<file path="config.mk">
export PLATFORM = sky130hd
export DESIGN_NAME = bc_stage_id
export DESIGN_NICKNAME = d
export VERILOG_FILES = /design/src/rtl/bc_stage_id.sv
export SDC_FILE = /design/constraint.sdc
export NUM_CORES = 1
export LEC_CHECK = 0
export ABC_AREA = 1
export ABC_CLOCK_PERIOD_IN_PS = 3500
export BUFFER_PORTS_ARGS = -buffer_cell sky130_fd_sc_hd__clkbuf_2
export CAP_MARGIN = 40
export CORE_MARGIN = 1.5
export CORE_UTILIZATION = 30
export DETAILED_ROUTE_END_ITERATION = 10
export PLACE_DENSITY_LB_ADDON = 0.2
export SLEW_MARGIN = 10
export SYNTH_ARGS = -nofsm -noshare
export SYNTH_HDL_FRONTEND = slang
export SYNTH_SLANG_ARGS = --single-unit
</file>
<file path="constraint.sdc">
create_clock -name i_clk -period 3.5 [get_ports i_clk]
set_input_delay 0.35 -clock i_clk [delete_from_list [all_inputs] [get_ports i_clk]]
set_output_delay 0.35 -clock i_clk [all_outputs]
set_load 0.02 [all_outputs]
</file>
<file path="src/rtl/bc_stage_id.sv">
// Decode stage: catches fetched words in a small FIFO, decodes RV32I fields and immediates, hands off over valid/ready.
// Optional macro BC_ID_RV32M_EN makes the RV32M encodings (opcode 0110011, funct7 0000001) legal.
module bc_stage_id #(
  parameter int unsigned INSTR_WIDTH = 32,
  parameter int unsigned DATA_WIDTH  = 32,
  parameter int unsigned DEPTH       = 4,
  parameter int unsigned SKID        = 2
) (
  input  logic                   i_clk,
  input  logic                   i_rstn,
  input  logic                   i_flush,
  input  logic                   i_instr_valid,
  input  logic [INSTR_WIDTH-1:0] i_instr,
  output logic                   o_fetch_hold,
  output logic                   o_overflow,
  input  logic                   i_ex_ready,
  output logic                   o_id_valid,
  output logic [INSTR_WIDTH-1:0] o_instr,
  output logic [6:0]             o_opcode,
  output logic [4:0]             o_rd,
  output logic [4:0]             o_rs1,
  output logic [4:0]             o_rs2,
  output logic [2:0]             o_funct3,
  output logic [6:0]             o_funct7,
  output logic [DATA_WIDTH-1:0]  o_imm,
  output logic                   o_illegal
);

  localparam int unsigned AW = $clog2(DEPTH);
  localparam int unsigned PW = AW + 1;

  logic [INSTR_WIDTH-1:0] mem_q [DEPTH];
  logic [INSTR_WIDTH-1:0] mem_d [DEPTH];
  logic [PW-1:0]          wr_ptr_q, wr_ptr_d;
  logic [PW-1:0]          rd_ptr_q, rd_ptr_d;
  logic                   id_valid_q, id_valid_d;
  logic                   overflow_q, overflow_d;
  logic                   fetch_hold_q, fetch_hold_d;
  logic                   illegal_q, illegal_d;
  logic [INSTR_WIDTH-1:0] instr_q, instr_d;
  logic [DATA_WIDTH-1:0]  imm_q, imm_d;

  logic [PW-1:0]          count, count_next;
  logic                   empty, full, push, load, bypass, pop, wr_en;
  logic [INSTR_WIDTH-1:0] next_word;
  logic [31:0]            imm32;
  logic                   illegal_dec;

  // Queue bookkeeping: bypass when empty, otherwise pop the head into the output register.
  always_comb begin
    count      = wr_ptr_q - rd_ptr_q;
    empty      = (wr_ptr_q == rd_ptr_q);
    full       = (wr_ptr_q[AW] != rd_ptr_q[AW]) && (wr_ptr_q[AW-1:0] == rd_ptr_q[AW-1:0]);
    push       = i_instr_valid & ~i_flush;
    load       = (~id_valid_q | i_ex_ready) & (push | ~empty);
    bypass     = load & empty;
    pop        = load & ~empty;
    wr_en      = push & ~bypass & ~full;
    next_word  = bypass ? i_instr : mem_q[rd_ptr_q[AW-1:0]];
    count_next = count + PW'(wr_en) - PW'(pop);
  end

  // Field decode of the word about to enter the output register.
  always_comb begin
    imm32       = '0;
    illegal_dec = 1'b0;
    unique case (next_word[6:0])
      7'b0010011, 7'b0000011, 7'b1100111, 7'b0001111, 7'b1110011:
        imm32 = {{20{next_word[31]}}, next_word[31:20]};
      7'b0100011:
        imm32 = {{20{next_word[31]}}, next_word[31:25], next_word[11:7]};
      7'b1100011:
        imm32 = {{19{next_word[31]}}, next_word[31], next_word[7], next_word[30:25],
                 next_word[11:8], 1'b0};
      7'b0110111, 7'b0010111:
        imm32 = {next_word[31:12], 12'b0};
      7'b1101111:
        imm32 = {{11{next_word[31]}}, next_word[31], next_word[19:12], next_word[20],
                 next_word[30:21], 1'b0};
      7'b0110011: begin
        illegal_dec = 1'b1;
        if (next_word[31:25] == 7'b0000000)
          illegal_dec = 1'b0;
        else if ((next_word[31:25] == 7'b0100000) &&
                 ((next_word[14:12] == 3'b000) || (next_word[14:12] == 3'b101)))
          illegal_dec = 1'b0;
`ifdef BC_ID_RV32M_EN
        else if (next_word[31:25] == 7'b0000001)
          illegal_dec = 1'b0;
`endif
      end
      default: illegal_dec = 1'b1;
    endcase
  end

  // Next-state for storage, pointers and output register; flush overrides push and load.
  always_comb begin
    mem_d        = mem_q;
    wr_ptr_d     = wr_ptr_q;
    rd_ptr_d     = rd_ptr_q;
    id_valid_d   = id_valid_q;
    overflow_d   = overflow_q;
    fetch_hold_d = fetch_hold_q;
    instr_d      = instr_q;
    imm_d        = imm_q;
    illegal_d    = illegal_q;
    if (i_flush) begin
      wr_ptr_d     = '0;
      rd_ptr_d     = '0;
      id_valid_d   = 1'b0;
      overflow_d   = 1'b0;
      fetch_hold_d = 1'b0;
    end else begin
      if (wr_en) begin
        mem_d[wr_ptr_q[AW-1:0]] = i_instr;
        wr_ptr_d                = wr_ptr_q + PW'(1);
      end
      if (push && full)
        overflow_d = 1'b1;
      if (pop)
        rd_ptr_d = rd_ptr_q + PW'(1);
      if (load) begin
        id_valid_d = 1'b1;
        instr_d    = next_word;
        imm_d      = DATA_WIDTH'(imm32);
        illegal_d  = illegal_dec;
      end else if (i_ex_ready) begin
        id_valid_d = 1'b0;
      end
      fetch_hold_d = ((DEPTH - 32'(count_next)) <= SKID);
    end
  end

  always_ff @(posedge i_clk or negedge i_rstn) begin
    if (!i_rstn) begin
      mem_q        <= '{default: '0};
      wr_ptr_q     <= '0;
      rd_ptr_q     <= '0;
      id_valid_q   <= 1'b0;
      overflow_q   <= 1'b0;
      fetch_hold_q <= 1'b0;
      instr_q      <= '0;
      imm_q        <= '0;
      illegal_q    <= 1'b0;
    end else begin
      mem_q        <= mem_d;
      wr_ptr_q     <= wr_ptr_d;
      rd_ptr_q     <= rd_ptr_d;
      id_valid_q   <= id_valid_d;
      overflow_q   <= overflow_d;
      fetch_hold_q <= fetch_hold_d;
      instr_q      <= instr_d;
      imm_q        <= imm_d;
      illegal_q    <= illegal_d;
    end
  end

  assign o_fetch_hold = fetch_hold_q;
  assign o_overflow   = overflow_q;
  assign o_id_valid   = id_valid_q;
  assign o_instr      = instr_q;
  assign o_opcode     = instr_q[6:0];
  assign o_rd         = instr_q[11:7];
  assign o_rs1        = instr_q[19:15];
  assign o_rs2        = instr_q[24:20];
  assign o_funct3     = instr_q[14:12];
  assign o_funct7     = instr_q[31:25];
  assign o_imm        = imm_q;
  assign o_illegal    = illegal_q;

endmodule

</file>
# Word level (Yosys, flattened, before mapping)
# Cells that the tools add are included.
[op_classes] n_bitwise=15 mux=21 magnitude_cmp=4 n_reduce_logical=16 addsub=6 n_eq_ne=16
[op_table] operator="32-bit one-hot mux with 5 select lines" count=1
[op_table] operator="128-bit bitwise mux" count=1
[op_table] operator="32-bit 2-to-1 mux" count=4
[op_table] operator="32-bit binary-select mux with 2-bit select" count=1
[op_table] operator="32-bit demux with 2-bit select" count=1
[op_table] operator="32-bit by 2-bit <= comparator with 1-bit output (second input constant)" count=1
[op_table] operator="7-bit by 6-bit == test with 1-bit output (second input constant)" count=4
[op_table] operator="7-bit == test (second input constant)" count=4
[op_table] operator="7-bit by 5-bit == test with 1-bit output (second input constant)" count=2
[op_table] operator="3-bit 2-to-1 mux" count=4
[op_table] operator="10-bit OR reduction" count=1
[op_table] operator="1-bit 2-to-1 mux" count=8
[op_table] operator="7-bit by 2-bit == test with 1-bit output (second input constant)" count=1
[op_table] operator="7-bit by 4-bit == test with 1-bit output (second input constant)" count=1
[op_table] operator="7-bit zero test" count=1
[op_table] operator="3-bit by 1-bit adder with 3-bit output (second input constant)" count=2
[op_table] operator="1-bit AND" count=6
[op_table] operator="3-bit >= comparator (second input constant)" count=2
[op_table] operator="2-bit NOT with 3-bit output" count=2
[op_table] operator="2-bit nonzero test" count=3
[op_table] operator="1-bit NOT" count=5
[op_table] operator="5-bit OR reduction" count=1
[op_table] operator="1-bit logical AND" count=4
[op_table] operator="2-bit AND reduction" count=2
[op_table] operator="other kinds (15)" count=16
[totals] regBits=202 in_bits=37

# Longest topological paths before layout
# Gate-level depths: netlist (run 1).
[depth] word_depth=13 depth_mapped=19 depth_no_buf=18

# Least setup slack after synthesis (run 1)
# OpenSTA, ideal clock, no wires.
[synth_path] kind="reg2reg" start="reg id_valid_q, in the netlist o_id_valid" end="reg fetch_hold_q, in the netlist o_fetch_hold" setup_time_ns=0.094 path_buffers=1 required_ns=3.406 t_arrival_ns=2.797 period_less_slack_ns=2.891 stages_incl_launch_ff=14 path_slack_ns=0.609 cell_sequence="dfrtp_1 > nand2_1 > clkbuf_1 > o21ai_1 > fa_1 > inv_1 > fa_1 > inv_1 > ha_1 > inv_1 > ha_1 > inv_1 > o21ai_0 > a211oi_1"
[synth_via] elab_chain_cells=12 word_cells_on_any_way=13
[synth_lines] item="start: declaration" line_no="36" rtl="logic id_valid_q, id_valid_d;"
[synth_lines] item="start signal: assignment" line_no="149" rtl="id_valid_q <= id_valid_d;"
[synth_lines] item="1-bit NOT *" line_no="55" rtl="load = (~id_valid_q | i_ex_ready) & (push | ~empty);"
[synth_lines] item="1-bit bitwise OR *" line_no="55"
[synth_lines] item="1-bit AND *" line_no="55"
[synth_lines] item="1-bit AND" line_no="56" rtl="bypass = load & empty;"
[synth_lines] item="1-bit NOT" line_no="58" rtl="wr_en = push & ~bypass & ~full;"
[synth_lines] item="1-bit AND (2 in a row)" line_no="58"
[synth_lines] item="3-bit by 1-bit adder with 3-bit output" line_no="60" rtl="count_next = count + PW'(wr_en) - PW'(pop);"
[synth_lines] item="3-bit by 1-bit subtractor with 3-bit output *" line_no="60"
[synth_lines] item="3-bit by 3-bit subtractor with 4-bit output *" line_no="130" rtl="fetch_hold_d = ((DEPTH - 32'(count_next)) <= SKID);"
[synth_lines] item="32-bit by 2-bit <= comparator with 1-bit output *" line_no="130"
[synth_lines] item="1-bit 2-to-1 mux *" line_no="107" rtl="if (i_flush) begin"
[synth_lines] item="net fetch_hold_d" line_no="38" rtl="logic fetch_hold_q, fetch_hold_d;"
[synth_lines] item="end signal: assignment" line_no="151" rtl="fetch_hold_q <= fetch_hold_d;"
[synth_lines] item="end: declaration" line_no="38"
# Mark *: on every way through the listed nets, which the timed path passes. The rest lies on a longest branch.
# A chain may end at the register's enable or synchronous reset.

# Worst setup path in the final report (run 1)
[layout_path] start="reg rd_ptr_q[0]" end="reg fetch_hold_q, in the netlist o_fetch_hold"
[layout_via] elab_chain_cells=13 word_cells_on_any_way=18
[layout_lines] item="start: declaration" line_no="35" rtl="logic [PW-1:0] rd_ptr_q, rd_ptr_d;"
[layout_lines] item="start signal: assignment" line_no="148" rtl="rd_ptr_q <= rd_ptr_d;"
[layout_lines] item="3-bit == test" line_no="52" rtl="empty = (wr_ptr_q == rd_ptr_q);"
[layout_lines] item="1-bit NOT" line_no="55, 57"
[layout_lines] item="1-bit bitwise OR" line_no="55"
[layout_lines] item="1-bit AND" line_no="55"
[layout_lines] item="1-bit AND" line_no="56"
[layout_lines] item="1-bit NOT" line_no="58"
[layout_lines] item="1-bit AND (2 in a row)" line_no="58"
[layout_lines] item="3-bit by 1-bit adder with 3-bit output" line_no="60"
[layout_lines] item="3-bit by 1-bit subtractor with 3-bit output *" line_no="60"
[layout_lines] item="3-bit by 3-bit subtractor with 4-bit output *" line_no="130"
[layout_lines] item="32-bit by 2-bit <= comparator with 1-bit output *" line_no="130"
[layout_lines] item="1-bit 2-to-1 mux *" line_no="107"
[layout_lines] item="net fetch_hold_d" line_no="38"
# Marked as above.

==> results by group, run 1 <==
Power and ir drop
  – PD cells: approximately 900 nW/µm²
  – Pleak: 6.088 nW
  – Total power: about 11 mW
  – Max VDD drop: roughly 400 µV

Drt
  – # DRC: 0
  – Vias/cell: 4.597
  – Total Wirelength: roughly 27000 µm
  – DR vias: about 8300
  – Drt initial violations: 553
  – Pre-antenna DRT Iters: 5
  – Antenna viol nets, final: 0
  – Post-DR wirelength/cell: ~15 µm

Job
  – Total of max-cap violations: 0

Yosys
  – Syn_area_per_cell: 7.927 µm²
  – #FFs+latches synth: around 200
  – Synth cell types: 33
  – Syn_nets: ~1300
  – Synth area leader: dfrtp_1
  – Sequential fraction of the synthesis area: between 50% and 60%
  – Post-Syn Instances: approximately 1300
  – Syn. warnings: 0
  – Synth top area share: 50.73%
  – Mapped Area: about 10000 µm²
  – Top cells by area, synth: dfrtp_1, nand2_1, o21ai_0

Die
  – Die outline height: between 150 and 200 µm
  – Row count: 66
  – I/O pin cnt: 137
  – Initial Util: a little under a third
  – Die Footprint: approximately 34000 µm²
  – Die width: 185.3 µm
  – Core area: between 30000 and 40000 µm²

GRT
  – Initial antenna violation count: 0
  – Global Route Usage Sum: about 16%
  – Overflow left after global routing: 0
  – Vias in the first global route: 7901
  – Pin count of the biggest net entering global routing: between 90 and 100
  – First-pass GRT wire length: about 44000 µm

Clock network
  – CTS tree: built
  – CTS H-tree depth: 1
  – Clock transition at path regs: roughly 0.06 ns
  – Max Root-Sink Buffers: 3
  – Cts repair resizes: 0
  – Later-pin clock latency in the skew report: between 0.5 and 0.6 ns
  – Clk Tree Root Cell: clkbuf_16
  – Inserted Clock Buffers: 23
  – Clock sink count: roughly 200

Outcome
  – Status: finished clean

Finish
  – Area growth syn-to-layout: 16.60%
  – Layout cells sized above 1: between 15 and 20%
  – Final nets: around 1400
  – Number of diodes: 0
  – Final cell count without fillers: between 1500 and 2000
  – Commonest non-fill, non-tap cell in the layout: nand2_1
  – Commonest cells after routing, fill and taps aside: nand2_1, o21ai_0, dfrtp_1

STA
  – Skew final: roughly 0.019 ns
  – F_max: 339.3 MHz
  – Worst rel slew slack: 39.76%
  – Final worst slack: approximately 0.55 ns
  – Final period util: a little over four fifths
  – Final setup viols: 0
  – Count of pins over their slew limit: 0
  – Unrepaired setup endpoints after global routing: false
  – Total negative slack: 0 ns
  – Final Hold Viols: 0
  – Worst Tran Pin Value: 0.8942 ns
  – Tmin final: 2.947 ns

Min path
  – HP Start: i_flush
  – WHS Path Cells: 2
  – Hold Path End: o_overflow$_DFFE_PN0P_
  – Hold WC Path Type: in -> reg

Place
  – Placed Instances: between 1500 and 2000
  – Gpl congestion: 0.8419
  – Final HPWL DP: around 18000 µm
  – Pre-CTS setup slack: roughly 0.57 ns
  – I/O Buffers: approximately 140

Critical path
  – WS Path Type: reg -> reg
  – Most used cell, CP: inv_1
  – CP Max Fanout: 28
  – Critical Path, Cell by Cell: inv_6 > nand2_1 > nand2_1 > nand2_2 > o21ai_1 > fa_1 > inv_1 > fa_1 > inv_1 > ha_1 > inv_1 > ha_1 > inv_1 > o21ai_0 > a211oi_1
  – Reg2reg path depth: 15
  – CP peak stage delay: approximately 0.48 ns
  – CP Capture Type: flip-flop
  – R2R Setup Slk: 0.55 ns
  – Critical Path AT: about 3.4 ns
  – CP required: 3.92 ns
  – Worst R2R Start: rd_ptr_q[0]$_DFFE_PN0P_
  – CP max-delay cell: dfrtp_2
  – Crit Reg-Reg Endpoint: o_fetch_hold$_DFF_PN0_
  – Worst setup SP type: flip-flop
[power by group]
group / leakage, nW / internal (mW) / switching (mW)
clock network: 0.363 / 1.40 / 0.974
logic: 3.11 / 1.44 / 3.01
registers: 2.62 / 3.19 / 0.536
total: 6.09 / 6.04 / 4.51
[flip-flops by register name, indices dropped and copies added, names as in the netlist]
signal and flops:
o_id_valid 1, o_instr 32, rd_ptr_q 3, o_overflow 1
o_fetch_hold 1, wr_ptr_q 3, o_illegal 1, o_imm 32
mem_q 128
[logic make-up after synthesis]
family	count (synthesis)	synth area share, %
AOI/OAI and AO/OA	311	16.29
xor gates and xnor gates	4	0.3516
adders and majority gates	11	1.532
buffers and inverters	192	9.493
DFF	202	50.73
and+or+nand+nor	537	21.61
[metal layers]
layer,vias to the layer above,part of all wire (%),GRT usage [%]
met5,-,0,0
met4,0,1.3,3.545
met3,28,4.6,2.281
met2,211,43,25.26
met1,3836,51,24.00
li1,4182,-,-
[cell type report]
cell class / count / area [µm²]
multi-input cells: 863 / 3979
clock buffers: 37 / 678.2
well taps: 442 / 553.0
flip-flops and latches: 202 / 5056
repair buffers: 161 / 962.2
clock inverters: 5 / 60.06
inverters: 86 / 330.3
fillers: 3456 / 21000
[repair_timing]
action,in CTS,in global routing
setup buffers,0,0
hold endpoints to repair,79,0
hold buffers,1,0
[worst max-delay path: cells and delay by family (launching register included)]
family	cells	cell delay (ns)
flip-flops	1	0.48
AND/OR/NAND/NOR	3	0.23
buffers and inverters	5	0.40
adder cells (fa/ha/maj)	4	1.25
AO/OA/AOI/OAI	3	0.49
[stage by stage]
stage / hold WS (ns) / util, % / area (µm²)
floorplan: 0.05441 / - / 9965
global placement: 0.4610 / 33.24 / 10840
detailed placement: 0.4674 / 33.24 / 10840
CTS: 0.07883 / 35.54 / 11590
global route: 0.08389 / 35.62 / 11620
finish: 0.09760 / 35.62 / 11620
[synth_stat cells]
cell / number
o21a_1: 5
dfrtp_1: 202
clkbuf_1: 32
nor2_1: 94
nand3_1: 12
xnor2_1: 3
nand2_4: 1
o211ai_1: 2
nor2_4: 3
ha_1: 9
inv_1: 80
o22ai_1: 26
a21oi_1: 26
nor2_2: 4
nand4_4: 1
o21ai_0: 231
nand2_1: 396
a211oi_1: 3
inv_2: 4
buf_2: 33
buf_4: 35
o21ai_1: 14
o21ai_2: 1
inv_6: 1
xor2_1: 1
nand2_2: 10
or2_2: 3
inv_4: 1
nand4_1: 13
buf_6: 6
fa_1: 2
a31oi_1: 2
a21boi_0: 1
[worst max-delay path by stage]
stage,depth (start not counted),end,slack [ns],start
after floorplan,13,o_fetch_hold$_DFF_PN0_,0.61,o_id_valid$_DFFE_PN0P_
after global placement,15,o_fetch_hold$_DFF_PN0_,0.57,wr_ptr_q[0]$_DFFE_PN0P_
after detailed placement,15,o_fetch_hold$_DFF_PN0_,0.57,rd_ptr_q[0]$_DFFE_PN0P_
after CTS,15,o_fetch_hold$_DFF_PN0_,0.53,rd_ptr_q[0]$_DFFE_PN0P_
after global routing,16,o_imm[12]$_DFFE_PN0P_,0.21,rd_ptr_q[0]$_DFFE_PN0P_
final,15,o_fetch_hold$_DFF_PN0_,0.55,rd_ptr_q[0]$_DFFE_PN0P_
Power figures use the tool's default switching activity.
==> run 2: changes to the inputs <==
ABC_CLOCK_PERIOD_IN_PS = 2600   (was 3500)
clock period = 2.6 ns   (was 3.5 ns; I/O delays follow)
==> run 2 against run 1 <==
Against the previous run:
- the run now ends with setup timing left
- hold slack worse by 0.029 ns
- flip-flop and latch count unchanged
- critical path type unchanged
- largest cell class unchanged
- sequential share of layout area shrank 2.2 points
- critical endpoint unchanged
- highest routed layer unchanged
==> results by group, run 2 (synthesis results as in run 1) <==
GRT
  – Overflow left after global routing: 0
  – Vias in the first global route: 8084
  – First-pass GRT wire length: approximately 45000 µm
  – Initial antenna violation count: 0
  – Global Route Usage Sum: between 10% and 20%
  – Pin count of the biggest net entering global routing: 76

Critical path
  – CP peak stage delay: 0.54 ns
  – CP Max Fanout: 4
  – CP Capture Type: flip-flop
  – Worst setup SP type: flip-flop
  – WP buf/inv: 5
  – CP top delay family: adder cells
  – CP max-delay cell: fa_1
  – Critical Path, Cell by Cell: inv_4 > nand2_2 > nand2_2 > nand2_4 > o21ai_4 > fa_2 > inv_2 > fa_1 > inv_2 > ha_4 > inv_4 > ha_4 > inv_2 > o21ai_2 > a211oi_2
  – CP required: between 3 and 4 ns
  – Most used cell, CP: inv_2
  – WS Path Type: reg -> reg
  – Critical Path AT: about 3 ns

STA
  – Count of pins over their slew limit: 0
  – Final setup viols: 1
  – Final worst slack: -0.01700 ns
  – Worst Tran Pin Value: around 0.64 ns
  – Final Hold Viols: 0
  – F_max: 382.1 MHz
  – Skew final: 0.01578 ns
  – Tmin final: 2.617 ns
  – Hold slack: 0.06813 ns
  – Final period util: 100.7%
  – Unrepaired setup endpoints after global routing: true
  – Total negative slack: -0.01700 ns
  – Worst rel slew slack: between 50% and 60%

Place
  – I/O Buffers: approximately 140
  – Final HPWL DP: around 19000 µm
  – Gpl congestion: about 0.8

Power and ir drop
  – Max VDD drop: 486.2 µV
  – Pleak: around 6.4 nW
  – Total power: between 15 and 20 mW
  – PD cells: roughly 1300 nW/µm²

Outcome
  – Status: complete, but fails checks
  – Failing checks: setup timing

Job
  – Total of max-cap violations: 0

Finish
  – Layout cells sized above 1: between 20% and 30%
  – Max reg flops: between 100 and 150
  – Fin util: 37.50%
  – Commonest cells after routing, fill and taps aside: nand2_1, o21ai_0, dfrtp_1
  – Commonest non-fill, non-tap cell in the layout: nand2_1
  – Top reg by flops: mem_q
  – Fill cells: roughly 3400
  – Area growth syn-to-layout: 22.77%
  – Sequential Area: around 5000 µm²
  – Number of diodes: 0
  – Final nets: between 1000 and 1500
  – Multi-input logic area: ~4100 µm²

Drt
  – DR vias: 8473
  – Drt initial violations: ~600
  – # DRC: 0
  – Pre-antenna DRT Iters: 5
  – Antenna viol nets, final: 0
  – Vias/cell: 4.617
  – Post-DR wirelength/cell: 15.35 µm
  – Total Wirelength: 28170 µm

Die
  – Die width: around 190 µm
  – Initial Util: 30.55%
  – Die outline height: about 190 µm
  – Row count: 66
  – Die Footprint: between 30000 and 40000 µm²
  – I/O pin cnt: 137
  – Core area: about 33000 µm²

Clock network
  – Clock sink count: around 200
  – CTS tree: built
  – Later-pin clock latency in the skew report: about 0.53 ns
  – CTS H-tree depth: 1
  – Max Root-Sink Buffers: 3
  – Clk Tree Root Cell: clkbuf_16
  – Clock transition at path regs: roughly 0.06 ns
  – Inserted Clock Buffers: 24

Min path
  – Hold WC Path Type: in -> reg
[run 2: cell count changes in the layout (fill, tap and decap cells not counted), moves of 4 or more]
cell / change
nand2_1: -4
buf_12: +7
inv_1: -4
clkbuf_1: -9
buf_4: +31
o21ai_0: -6
o21ai_1: +4
[run 2: worst paths after layout]
kind | start | to | slack, ns | cells past startpoint
worst min register to register | mem_q[80]$_DFFE_PN0P_ | mem_q[80]$_DFFE_PN0P_ | 0.48 | 2
worst max-delay path | rd_ptr_q[1]$_DFFE_PN0P_ | o_fetch_hold$_DFF_PN0_ | -0.02 | 15
max in group asynchronous | i_rstn | mem_q[16]$_DFFE_PN0P_ | 1.51 | 3
worst max register to register | rd_ptr_q[1]$_DFFE_PN0P_ | o_fetch_hold$_DFF_PN0_ | -0.02 | 15
worst min-delay path | i_instr[22] | mem_q[54]$_DFFE_PN0P_ | 0.07 | 3
min in group asynchronous | i_rstn | o_instr[1]$_DFFE_PN0P_ | 0.31 | 2
[run 2: area by class of cell]
class	count	area share, %
Clock buffer	30	5.585
Clock inverter	11	1.401
Inverter	86	2.721
Multi-Input combinational cell	863	33.48
Sequential cell	202	41.34
Tap cell	442	4.521
Timing Repair Buffer	201	10.95
[run 2: per-stage QoR]
step	std cells	area, µm²	setup slack, ns
detailed placement	1790	11230	-0.07286
global placement	1790	11230	-0.04676
CTS	1833	12120	0.01273
finish	1835	12230	-0.01700
global route	1835	12230	-0.1445
floorplan	1257	10010	-0.03503
[run 2: where the power goes]
part / internal (mW) / leakage, nW / switching (mW)
sequential: 4.30 / 2.62 / 0.715
clock: 2.25 / 0.418 / 1.36
combinational: 2.48 / 3.35 / 4.28
total: 9.04 / 6.38 / 6.36
[run 2: layer usage]
layer	vias to the layer above	share of wire (%)	track usage, %
met3	26	3.8	1.907
met2	180	44	26.19
li1	4262	-	-
met5	-	0	0
met4	0	1.4	3.545
met1	4005	51	24.56
[run 2: worst register-to-register path, stage by stage (launching register included)]
cell      delay (ns)
dfrtp_2         0.44
inv_4           0.07
nand2_2         0.04
nand2_2         0.08
nand2_4         0.06
o21ai_4         0.17
fa_2            0.22
inv_2           0.04
fa_1            0.54
inv_2           0.05
ha_4            0.28
inv_4           0.04
ha_4            0.20
inv_2           0.04
o21ai_2         0.05
a211oi_2        0.20
[run 2: timing repair]
item                       in CTS  in global routing
resized for setup               4                 28
setup endpoints to repair      18                 34
pin swaps                       0                 10
setup buffers                   0                  2
hold buffers                    2                  0
hold endpoints to repair       56                  0
==> run 3: changes to the inputs <==
ABC_CLOCK_PERIOD_IN_PS = 2200   (was 2600)
clock period = 2.2 ns   (was 2.6 ns; I/O delays follow)
==> run 3 against run 2 <==
Against the previous run:
- the flow still finishes with violations (setup timing)
- combinational power rose by 48%
- routed wire length rose by 4.5%
- register-to-register slack got worse by 0.28 ns
- cell count rose by 4.3%
- critical path type unchanged
- clock power rose by 7.2%
- non-clock buffer count rose by 80
- sequential power rose by 18%
- clock skew rose by 0.0024 ns
- total power rose by 29%
- sequential share of layout area fell by 3.4 points
==> results by group, run 3 (synthesis results as in run 1) <==
Die
  – Die width: between 150 and 200 µm
  – Row count: 66
  – Core area: 32620 µm²
  – Initial Util: slightly above 30%
  – Die outline height: between 150 and 200 µm
  – Die Footprint: ~34000 µm²
  – I/O pin cnt: 137

Outcome
  – Status: complete, but fails checks
  – Failing checks: setup timing

Power and ir drop
  – PD cells: approximately 1500 nW/µm²
  – Max VDD drop: approximately 680 µV
  – Pleak: roughly 6.9 nW

Drt
  – # DRC: 0
  – Vias/cell: between 4 and 5
  – Pre-antenna DRT Iters: 5
  – DR vias: about 8800
  – Post-DR wirelength/cell: 15.39 µm
  – Total Wirelength: between 20000 and 30000 µm
  – Antenna viol nets, final: 0
  – Drt initial violations: approximately 470

Finish
  – Max reg flops: 128
  – Top reg by flops: mem_q
  – Design Area, Final: ~13000 µm²
  – Commonest cells after routing, fill and taps aside: nand2_1, o21ai_0, dfrtp_1
  – Final cell count without fillers: between 1500 and 2000
  – Layout cells sized above 1: between 20% and 30%
  – Final nets: approximately 1500
  – Number of diodes: 0
  – Area growth syn-to-layout: 33.65%
  – Commonest non-fill, non-tap cell in the layout: nand2_1
  – Fin util: just over 40%

Clock network
  – CTS H-tree depth: 1
  – CTS tree: built
  – Clock transition at path regs: about 0.060 ns
  – Inserted Clock Buffers: 23
  – Later-pin clock latency in the skew report: around 0.53 ns
  – Clock sink count: 202
  – Max Root-Sink Buffers: 3
  – Clk Tree Root Cell: clkbuf_16

STA
  – Final worst slack: -0.2953 ns
  – Tmin final: 2.495 ns
  – Skew final: between 0.015 and 0.02 ns
  – Hold slack: roughly 0.016 ns
  – Final Hold Viols: 0
  – Unrepaired setup endpoints after global routing: true
  – F_max: 400.7 MHz
  – Worst rel slew slack: about two thirds
  – Worst Tran Pin Value: around 0.53 ns
  – Final setup viols: 34
  – Count of pins over their slew limit: 0
  – Final period util: 113.4%

Place
  – Gpl congestion: between 0.8 and 0.9
  – Final HPWL DP: 19070 µm
  – Dpl cell area: roughly 12000 µm²
  – Pre-CTS setup slack: -0.4399 ns
  – Placed Instances: 1840
  – I/O Buffers: 136

GRT
  – Met1 global-route usage: 23.84%
  – Gr busiest metal: met2
  – Pin count of the biggest net entering global routing: 78
  – Met3 Resource Use GR: under 10%
  – Initial antenna violation count: 0
  – Global Route Usage Sum: 16.77%
  – Met2 Track Usage GR: 27.04%
  – Vias in the first global route: a little over 8000
  – Overflow left after global routing: 0
  – First-pass GRT wire length: 45510 µm

Critical path
  – CP peak stage delay: ~0.5 ns
  – CP required: between 2 and 3 ns
  – CP Capture Type: flip-flop
  – CP max-delay cell: fa_1
  – Most used cell, CP: inv_2
  – Critical Path, Cell by Cell: inv_4 > nand2_1 > nand2_1 > nand2_2 > o21ai_4 > fa_2 > inv_2 > fa_1 > inv_2 > ha_4 > inv_4 > ha_4 > inv_2 > o21ai_2 > a211oi_2
  – WP buf/inv: 5
  – Reg2reg path depth: 15
  – CP Max Fanout: 3
  – Crit. path cell count: 15
  – Critical Path AT: between 2 and 3 ns
  – WS Path Type: reg -> reg
  – CP top delay family: adder cells
  – Worst setup SP type: flip-flop

Min path
  – Hold WC Path Type: in -> reg
  – WHS Path Cells: 3

Job
  – Total of max-cap violations: 0
## run 3: report_power, final
group / total [mW] / switching [mW] / internal, mW
logic: 10.0 / 5.76 / 4.28
registers: 5.90 / 0.820 / 5.08
clock network: 3.87 / 1.56 / 2.31
## run 3: timing repair
action / in CTS / in global routing
cloned: 3 / 6
hold endpoints to repair: 55 / 0
hold buffers: 2 / 0
buffers inserted: 12 / 12
endpoints found under the setup margin: 47 / 61
resized for setup: 64 / 93
pin swaps: 10 / 31
## run 3: routing by layer
layer  vias to the layer above  share of wire [%]
met3                        33                4.7
met5                         -                  0
met1                      4093                 49
met4                         0                1.7
met2                       200                 45
li1                       4426                  -
## run 3: path summary, 6_finish.rpt
check                                   startpoint                      end  slack [ns]
setup reg to reg           rd_ptr_q[1]$_DFFE_PN0P_   o_fetch_hold$_DFF_PN0_       -0.30
max in group asynchronous                   i_rstn     mem_q[7]$_DFFE_PN0P_        1.25
hold / removal                             i_flush   o_overflow$_DFFE_PN0P_        0.02
setup / recovery           rd_ptr_q[1]$_DFFE_PN0P_   o_fetch_hold$_DFF_PN0_       -0.30
min in group asynchronous                   i_rstn  o_instr[28]$_DFFE_PN0P_        0.25
hold reg to reg              o_imm[19]$_DFFE_PN0P_    o_imm[19]$_DFFE_PN0P_        0.47
## run 3: through the flow
stage	total power, mW	TNS (ns)
after floorplan	11.13	-0.4350
after global placement	14.30	-10.24
after detailed placement	14.37	-10.98
after CTS	19.00	-5.858
after global routing	21.39	-10.41
final	19.81	-5.405
## run 3: final cells by class
class	instances	area [µm²]
clock inverters	7	105.1
fillers	3345	19300
clock buffers	33	653.1
inverters	86	340.3
flip-flops and latches	202	5056
well taps	442	553.0
repair buffers	281	2241
multi-input cells	863	4369
## run 3: worst min-delay path: cells and delay by family
family | cells | cell delay [ns]
buffers and inverters | 2 | 0.24
and+or+nand+nor | 1 | 0.05
